<file path="config.mk">
export PLATFORM = sky130hd
export DESIGN_NAME = ram_bist_ctrl
export DESIGN_NICKNAME = d
export VERILOG_FILES = /design/src/rtl/ram_bist_ctrl.sv
export SDC_FILE = /design/constraint.sdc
export NUM_CORES = 1
export LEC_CHECK = 0
export ABC_AREA = 0
export CORE_MARGIN = 8
export CORE_UTILIZATION = 31
export DETAILED_ROUTE_END_ITERATION = 8
export PLACE_DENSITY = 0.62
export SKIP_CTS_REPAIR_TIMING = 1
export SLEW_MARGIN = 20
export SYNTH_ARGS = -nofsm -noshare
export SYNTH_HDL_FRONTEND = slang
export SYNTH_SLANG_ARGS = --single-unit
</file>
<file path="constraint.sdc">
create_clock -name clk -period 4.78 [get_ports clk]
set_input_delay 0.956 -clock clk [delete_from_list [all_inputs] [get_ports clk]]
set_output_delay 0.956 -clock clk [all_outputs]
set_load 0.01 [all_outputs]
</file>
<file path="src/rtl/ram_bist_ctrl.sv">
// March-style BIST controller for dual_port_ram: writes a pattern to every
// location through port 0, reads it back through port 1 and compares, then
// repeats the whole sequence with the complemented pattern.
module ram_bist_ctrl #(
  parameter int ADDR_WIDTH = 4,
  parameter int DATA_WIDTH = 8,
  parameter int DEPTH      = 16
) (
  input  logic                  clk,
  input  logic                  rst_n,
  input  logic                  start,
  output logic                  wr_en,
  output logic                  port_en_0,
  output logic [ADDR_WIDTH-1:0] addr_in_0,
  output logic [DATA_WIDTH-1:0] data_in,
  output logic                  port_en_1,
  output logic [ADDR_WIDTH-1:0] addr_in_1,
  input  logic [DATA_WIDTH-1:0] data_out_1,
  output logic                  busy,
  output logic                  done,
  output logic                  pass,
  output logic [ADDR_WIDTH+1:0] err_count,
  output logic [ADDR_WIDTH-1:0] fail_addr
);

  typedef enum logic [2:0] {S_IDLE, S_WRITE, S_READ, S_CHECK, S_DONE} state_t;

  localparam logic [ADDR_WIDTH-1:0] LAST    = ADDR_WIDTH'(DEPTH - 1);
  localparam logic [ADDR_WIDTH+1:0] ERR_MAX = '1;

  state_t                state_q, state_d;
  logic                  inv_q, inv_d;
  logic [ADDR_WIDTH-1:0] cnt_q, cnt_d;
  logic                  chk_valid_q, chk_valid_d;
  logic [DATA_WIDTH-1:0] exp_q, exp_d;
  logic [ADDR_WIDTH-1:0] chk_addr_q, chk_addr_d;
  logic [ADDR_WIDTH+1:0] err_count_q, err_count_d;
  logic [ADDR_WIDTH-1:0] fail_addr_q, fail_addr_d;
  logic                  wr_en_q, wr_en_d;
  logic                  port_en_0_q, port_en_0_d;
  logic [ADDR_WIDTH-1:0] addr_in_0_q, addr_in_0_d;
  logic [DATA_WIDTH-1:0] data_in_q, data_in_d;
  logic                  port_en_1_q, port_en_1_d;
  logic [ADDR_WIDTH-1:0] addr_in_1_q, addr_in_1_d;
  logic                  busy_q, busy_d;
  logic                  done_q, done_d;
  logic                  pass_q, pass_d;
  logic                  mismatch;

  // Test pattern: (addr+1) truncated to the data width, optionally inverted.
  function automatic logic [DATA_WIDTH-1:0] pattern(input logic [ADDR_WIDTH-1:0] a,
                                                    input logic flip);
    logic [DATA_WIDTH-1:0] p;
    p = DATA_WIDTH'(a) + DATA_WIDTH'(1);
    return flip ? ~p : p;
  endfunction

  // Next-state, compare pipeline and output decode.
  always_comb begin
    state_d     = state_q;
    inv_d       = inv_q;
    cnt_d       = cnt_q;
    err_count_d = err_count_q;
    fail_addr_d = fail_addr_q;

    // Read data lags the issued read by one cycle, so the expected value and
    // address are staged here and compared when the RAM data arrives.
    chk_valid_d = (state_q == S_READ);
    exp_d       = pattern(cnt_q, inv_q);
    chk_addr_d  = cnt_q;

    mismatch = chk_valid_q && (data_out_1 != exp_q);
    if (mismatch) begin
      if (err_count_q != ERR_MAX) err_count_d = err_count_q + 1'b1;
      if (err_count_q == '0)      fail_addr_d = chk_addr_q;
    end

    case (state_q)
      S_IDLE, S_DONE: begin
        if (start) begin
          state_d     = S_WRITE;
          inv_d       = 1'b0;
          cnt_d       = '0;
          err_count_d = '0;
          fail_addr_d = '0;
        end
      end
      S_WRITE: begin
        if (cnt_q == LAST) begin
          cnt_d   = '0;
          state_d = S_READ;
        end else begin
          cnt_d = cnt_q + 1'b1;
        end
      end
      S_READ: begin
        if (cnt_q == LAST) begin
          cnt_d   = '0;
          state_d = S_CHECK;
        end else begin
          cnt_d = cnt_q + 1'b1;
        end
      end
      S_CHECK: begin
        if (!inv_q) begin
          inv_d   = 1'b1;
          cnt_d   = '0;
          state_d = S_WRITE;
        end else begin
          state_d = S_DONE;
        end
      end
      default: state_d = S_IDLE;
    endcase

    // Outputs are decoded from the next state so the registered RAM-side
    // signals present each access in the cycle the FSM enters it.
    wr_en_d     = (state_d == S_WRITE);
    port_en_0_d = (state_d == S_WRITE);
    addr_in_0_d = (state_d == S_WRITE) ? cnt_d : '0;
    data_in_d   = (state_d == S_WRITE) ? pattern(cnt_d, inv_d) : '0;
    port_en_1_d = (state_d == S_READ);
    addr_in_1_d = (state_d == S_READ) ? cnt_d : '0;
    busy_d      = (state_d == S_WRITE) || (state_d == S_READ) || (state_d == S_CHECK);
    done_d      = (state_d == S_DONE);
    pass_d      = (state_d == S_DONE) && (err_count_d == '0);
  end

  // State and registered outputs; reset aborts any test in progress.
  always_ff @(posedge clk or negedge rst_n) begin
    if (!rst_n) begin
      state_q     <= S_IDLE;
      inv_q       <= 1'b0;
      cnt_q       <= '0;
      chk_valid_q <= 1'b0;
      exp_q       <= '0;
      chk_addr_q  <= '0;
      err_count_q <= '0;
      fail_addr_q <= '0;
      wr_en_q     <= 1'b0;
      port_en_0_q <= 1'b0;
      addr_in_0_q <= '0;
      data_in_q   <= '0;
      port_en_1_q <= 1'b0;
      addr_in_1_q <= '0;
      busy_q      <= 1'b0;
      done_q      <= 1'b0;
      pass_q      <= 1'b0;
    end else begin
      state_q     <= state_d;
      inv_q       <= inv_d;
      cnt_q       <= cnt_d;
      chk_valid_q <= chk_valid_d;
      exp_q       <= exp_d;
      chk_addr_q  <= chk_addr_d;
      err_count_q <= err_count_d;
      fail_addr_q <= fail_addr_d;
      wr_en_q     <= wr_en_d;
      port_en_0_q <= port_en_0_d;
      addr_in_0_q <= addr_in_0_d;
      data_in_q   <= data_in_d;
      port_en_1_q <= port_en_1_d;
      addr_in_1_q <= addr_in_1_d;
      busy_q      <= busy_d;
      done_q      <= done_d;
      pass_q      <= pass_d;
    end
  end

  assign wr_en     = wr_en_q;
  assign port_en_0 = port_en_0_q;
  assign addr_in_0 = addr_in_0_q;
  assign data_in   = data_in_q;
  assign port_en_1 = port_en_1_q;
  assign addr_in_1 = addr_in_1_q;
  assign busy      = busy_q;
  assign done      = done_q;
  assign pass      = pass_q;
  assign err_count = err_count_q;
  assign fail_addr = fail_addr_q;

endmodule

</file>
==> summary.md, run 1 <==
| Metric | Value |
|---|---|
| Max frequency | 365 MHz |
| Total GRT Usage | about 9.9% |
| Placement Cell Area | between 2000 and 3000 um^2 |
| GP Congestion | about 0.8 |
| Row count | 30 |
| Slowest stage delay, CP | roughly 550 ps |
| Area Growth Syn to Fin | 27.8% |
| RSZ-0062 raised after global routing | false |
| Syn_nets | roughly 220 |
| CP arrival | 2950 ps |
| Routed WL per cell | 13.8 um |
| Worst setup SP type | primary input |
| Clock Skew | 4.50 ps |
| Mapped cell area | 2190 um^2 |
| Register area share after synthesis | between 50% and 60% |
| Final Hold Viols | 0 |
| Worst Hold Class | register to register |
| Synthesis Warnings | 0 |
| HPWL after DPL | 3460 um |
| Post-DR vias/cell | around 4.6 |
| Leakage dissipation | ~1.2 nW |
| Slew Viols, Final | 0 |
| Required time worst endpoint | approximately 5000 ps |
| Ports | 43 |
| Final worst-path cycle share | a little under three fifths |
| Nets@finish | 258 |
| Max-Cap Viols | 0 |
| Post-synth EDFFs | 0 |
| Area share of the largest cell type after synthesis | roughly 55% |
| Yosys reg bits | 48 |
| Filler cell count | a little under 700 |
| Leading cell type in the layout, fill and taps excluded | dfrtp_1 |
| Die area | 10,000 um^2 |
| Final design area excluding fillers | 2800 um^2 |
| Clock Path Buffers | 2 |
| DRC | 0 |
| Port buffer count | 42 |
| Routed Antenna Nets | 0 |
| Root Buffer | clkbuf_8 |
| Worst slew pin tran | between 600 and 700 ps |
| Status | finished clean |
| Wire length on met1 | between 2000 and 2500 um |
| Clk pin slew, worst setup/hold paths | 80 ps |
| Initial antenna violation count | 0 |
| Main synth FF type | dfrtp_1 |
| First-pass GRT wire length | 7780 um |
| Synth area leaders | dfrtp_1 55%, xor2_1 5.2%, nor2_1 4.6%, xnor2_1 3.2%, ha_1 2.9% |
| Placeable Area | approximately 6800 um^2 |
| H-Tree Level Count | 2 |
| CTS tree | yes |
| Starting Density | between 30% and 40% |
| Inserted Clock Buffers | 5 |
| Detailed Route WL | 4680 um |
| Final Setup Violations | 0 |
| VDD IR-drop max | roughly 0.00026 V |
| Async S/R FF share, synth | between 90% and 100% |
| Number of diodes | 0 |
| DR top layer | met4 |
| Post-route minimum period | ~2700 ps |
| DR WL met3 | about 290 um |
| Most frequent cells in the layout | 48 x dfrtp_1, 41 x clkdlybuf4s50_1, 27 x nor2_1, 13 x xor2_1, 12 x inv_1 |
| DRT Pass-1 Iters | 4 |
| Share of layout cells above drive strength 1 | approximately 8% |
| Largest area contributor in the netlist | dfrtp_1 |
| Pwr dens | about 550 nW/um^2 |
| Setup crit end kind | register |
| Synth Instances | 202 |
| Die Y | ~100 um |
| Routed via count | between 1,500 and 2,000 |
| Layout Utilization | around 41% |
| GRT overflow | 0 |
| CP max FO | 5 |
| Vias in the first global route | approximately 1,600 |
| Slew margin rel. | 55.4% |
| Slowest stage cell, crit path | or4_4 |
| Synth cell types | 42 |
| Initial DRC count | roughly 110 |
| Die X | between 100 and 150 um |
| Synthesized area per cell | roughly 11 um^2 |
| Clock latency on the worst-skew pair | around 300 ps |
| Clock sink count | 48 |
| Met2 WL | 2200 um |
| WS Path Type | primary input to register |
| Total negative setup slack | 0 ps |
| Maximum number of pins on one net before global-route repair | 49 |
| Cells along the critical path | clkdlybuf4s50_1, or4_4, a211oi_4, a21oi_1, o211ai_2, o211ai_1, nor4_2 |
critical path: cells and delay by family:
family / cells / cell delay, ps
buffers and inverters: 1 / 430
AND/OR/NAND/NOR: 2 / 770
AO/OA/AOI/OAI: 4 / 790
metal layers:
layer,up-vias,GRT usage [%]
li1,768,-
met1,756,11.9
met2,32,15.7
met3,4,3.53
met4,0,3.95
met5,-,0
synth_stat cells (2+ instances only):
cell and n:
a211o_1 2, a21oi_1 5, a22oi_1 2, a31oi_1 2, and2_1 3, and3_1 3, buf_2 2, buf_4 3
clkbuf_1 3, dfrtp_1 48, ha_1 5, inv_1 12, mux2i_1 5, nand2_1 3, nand3_1 8, nand4_1 5
nor2_1 27, nor2b_1 5, nor3_1 6, nor4_1 3, o21ai_0 8, or3_1 3, xnor2_1 8, xor2_1 13
kinds of logic after synthesis:
logic type / after synthesis / synth area share [%]
compound gates: 27 / 9.01
xor+xnor: 21 / 8.38
fa+ha+maj: 5 / 2.85
buf+inv: 22 / 4.90
flops: 48 / 54.7
mux: 5 / 2.28
simple gates: 74 / 17.8
flip-flops by register name, summed over array words and instances, names as in the netlist:
signal       flops
fail_addr        4
state_q          3
port_en_1        1
busy             1
chk_valid_q      1
chk_addr_q       4
done             1
addr_in_0        4
data_in          6
addr_in_1        4
err_count        6
port_en_0        1
exp_q            6
pass             1
inv_q            1
chk_addr_d       4
worst paths after layout:
path / slack, ps / cells after the start / from / to
worst max register to register: 2440 / 8 / chk_addr_d[0]$_DFF_PN0_ / data_in[4]$_DFF_PN0_
min in group asynchronous: 640 / 1 / rst_n / err_count[5]$_DFF_PN0_
worst min-delay path: 470 / 0 / chk_addr_d[1]$_DFF_PN0_ / chk_addr_q[1]$_DFF_PN0_
worst max-delay path: 2040 / 7 / data_out_1[5] / pass$_DFF_PN0_
max in group asynchronous: 3720 / 1 / rst_n / addr_in_0[3]$_DFF_PN0_
worst min register to register: 470 / 0 / chk_addr_d[1]$_DFF_PN0_ / chk_addr_q[1]$_DFF_PN0_
final cells by class:
| cell class | instances | area (um^2) | area share (%) |
|---|---|---|---|
| Clock inverter | 1 | 30.0 | 1.07 |
| Tap cell | 96 | 120 | 4.28 |
| Sequential cell | 48 | 1200 | 42.8 |
| Inverter | 12 | 45.0 | 1.61 |
| Clock buffer | 7 | 96.3 | 3.44 |
| Multi-Input combinational cell | 132 | 886 | 31.6 |
| Timing Repair Buffer | 43 | 425 | 15.2 |
per-stage QoR:
| stage | std cells | worst slack [ps] | total power [mW] | hold WS (ps) |
|---|---|---|---|---|
| 2_1_floorplan | 202 | 2300 | 1.02 | 378 |
| 3_3_place_gp | 331 | 1750 | 1.24 | 447 |
| 3_5_place_dp | 331 | 1700 | 1.25 | 450 |
| 4_1_cts | 339 | 2030 | 1.57 | 474 |
| 5_1_grt | 339 | 1920 | 1.67 | 497 |
| 6_report | 339 | 2040 | 1.54 | 465 |
report_power, final:
part | switching, mW | internal (mW) | total (mW)
Clock | 0.128 | 0.185 | 0.313
Combinational | 0.310 | 0.299 | 0.609
Sequential | 0.0918 | 0.531 | 0.623
Note: power is estimated with default switching activity, not from simulation.
==> run 2, diff against run 1 <==
==> constraint.sdc (replaced) <==
create_clock -name clk -period 2.6 [get_ports clk]
set_input_delay 0.52 -clock clk [delete_from_list [all_inputs] [get_ports clk]]
set_output_delay 0.52 -clock clk [all_outputs]
set_load 0.01 [all_outputs]
==> run 2 against run 1 <==
Effect of this change:
- via count increased by 3.1%
- clock power rose by 49%
- wire length grew 0.83%
- core utilization is 0.27 points higher
- clock-buffer cell count fell by 1
- critical path type unchanged
- critical endpoint unchanged
==> summary.md, run 2 (synthesis gave the netlist of run 1 again) <==
| Metric | Value |
|---|---|
| Status | finished clean |
| Area Growth Syn to Fin | 28.6% |
| Die X | around 100 um |
| Worst slew pin tran | 550 ps |
| Clock Skew | ~11 ps |
| DRC | 0 |
| Inserted Clock Buffers | 5 |
| Slew margin rel. | between 60% and 70% |
| Clk pin slew, worst setup/hold paths | around 90 ps |
| Initial antenna violation count | 0 |
| Die area | ~10,000 um^2 |
| Setup crit end kind | register |
| First-pass GRT wire length | 7760 um |
| Nets@finish | between 200 and 300 |
| VDD IR-drop max | ~0.00042 V |
| Routed WL per cell | between 10 and 15 um |
| Routed Antenna Nets | 0 |
| HPWL after DPL | ~3500 um |
| Worst Hold Class | primary input to asynchronous set/reset pin |
| DRT Pass-1 Iters | 4 |
| Met2 WL | between 2000 and 2500 um |
| Most frequent cells in the layout | 48 x dfrtp_1, 41 x clkdlybuf4s50_1, 27 x nor2_1, 13 x xor2_1, 12 x inv_1 |
| Max-Cap Viols | 0 |
| Post-DR vias/cell | approximately 4.7 |
| Max frequency | around 430 MHz |
| Vias in the first global route | around 1,600 |
| WS Path Type | primary input to register |
| Leading cell type in the layout, fill and taps excluded | dfrtp_1 |
| Placeable Area | 6830 um^2 |
| Post-route minimum period | roughly 2300 ps |
| Clock sink count | 48 |
| Clock Path Buffers | 2 |
| CTS tree | yes |
| Share of layout cells above drive strength 1 | 10.1% |
| Cells along the critical path | clkdlybuf4s50_1, or4_4, a211oi_4, nand2_2, a31oi_1, nor3_1, nor4_2 |
| Required time worst endpoint | 2800 ps |
| Final worst slack | about 260 ps |
| Worst setup SP type | primary input |
| Final Setup Violations | 0 |
| CP arrival | around 2500 ps |
| Maximum number of pins on one net before global-route repair | 27 |
| Detailed Route WL | approximately 4700 um |
| Slew Viols, Final | 0 |
| Final hold slack | 194 ps |
| RSZ-0062 raised after global routing | false |
| H-Tree Level Count | 2 |
| Pwr dens | 987 nW/um^2 |
| CP max FO | 4 |
| Wire length on met1 | 2080 um |
| Leakage dissipation | 1.25 nW |
| Routed via count | 1,608 |
| Starting Density | ~32% |
| GRT overflow | 0 |
| Row count | 30 |
| Dpl ws | -67.7 ps |
| DR WL met3 | around 300 um |
| Final worst-path cycle share | approximately nine tenths |
| Ports | 43 |
| DR top layer | met4 |
| GP Congestion | between 0.8 and 0.9 |
| Port buffer count | 42 |
| Slowest stage delay, CP | 550 ps |
| Total negative setup slack | 0 ps |
| Number of diodes | 0 |
| Die Y | 100 um |
| Total GRT Usage | about a tenth |
| Final Hold Viols | 0 |
| Root Buffer | clkbuf_8 |
| Initial DRC count | 56 |
| Clock latency on the worst-skew pair | around 300 ps |
| Slowest stage cell, crit path | or4_4 |
-- run 2: per-layer routing --
layer,up-vias,GRT usage (%)
li1,774,-
met1,784,11.7
met2,46,15.9
met3,4,3.25
met4,0,3.49
met5,-,0
-- run 2: cell type report --
type / instances / area, um^2
clock buffers: 6 / 82.6
clock inverters: 2 / 15.0
fillers: 684 / 4010
inverters: 12 / 45.0
multi-input cells: 132 / 886
flip-flops and latches: 48 / 1200
well taps: 96 / 120
repair buffers: 48 / 473
-- run 2: path summary, 6_finish.rpt --
kind	from	endpoint	slack [ps]	cells past startpoint
setup / recovery	data_out_1[5]	pass$_DFF_PN0_	260	7
hold / removal	rst_n	err_count[5]$_DFF_PN0_	190	1
setup reg to reg	chk_addr_d[0]$_DFF_PN0_	data_in[4]$_DFF_PN0_	390	8
hold reg to reg	chk_addr_d[1]$_DFF_PN0_	chk_addr_q[1]$_DFF_PN0_	480	0
max in group asynchronous	rst_n	exp_q[0]$_DFF_PN0_	1880	2
min in group clk	chk_addr_d[1]$_DFF_PN0_	chk_addr_q[1]$_DFF_PN0_	480	0
-- run 2: where the power goes --
group / total, mW / leakage (nW) / internal, mW / switching [mW]
sequential: 1.14 / 0.619 / 0.976 / 0.165
combinational: 1.18 / 0.589 / 0.598 / 0.580
clock: 0.466 / 0.0434 / 0.215 / 0.251
-- run 2: per-stage QoR --
| step | cell area (um^2) | std cells | power (mW) | util, % |
|---|---|---|---|---|
| after detailed placement | 2730 | 336 | 2.36 | 39.9 |
| final | 2820 | 344 | 2.79 | 41.3 |
| after CTS | 2820 | 344 | 2.83 | 41.3 |
| after global placement | 2730 | 336 | 2.34 | 39.9 |
| after floorplan | 2190 | 202 | 1.88 | - |
| after global routing | 2820 | 344 | 3.01 | 41.3 |
-- run 2: worst max-delay path: cells and delay by family --
| kind | cells | cell delay (ps) |
|---|---|---|
| compound gates | 2 | 540 |
| buf+inv | 1 | 420 |
| simple gates | 4 | 1060 |
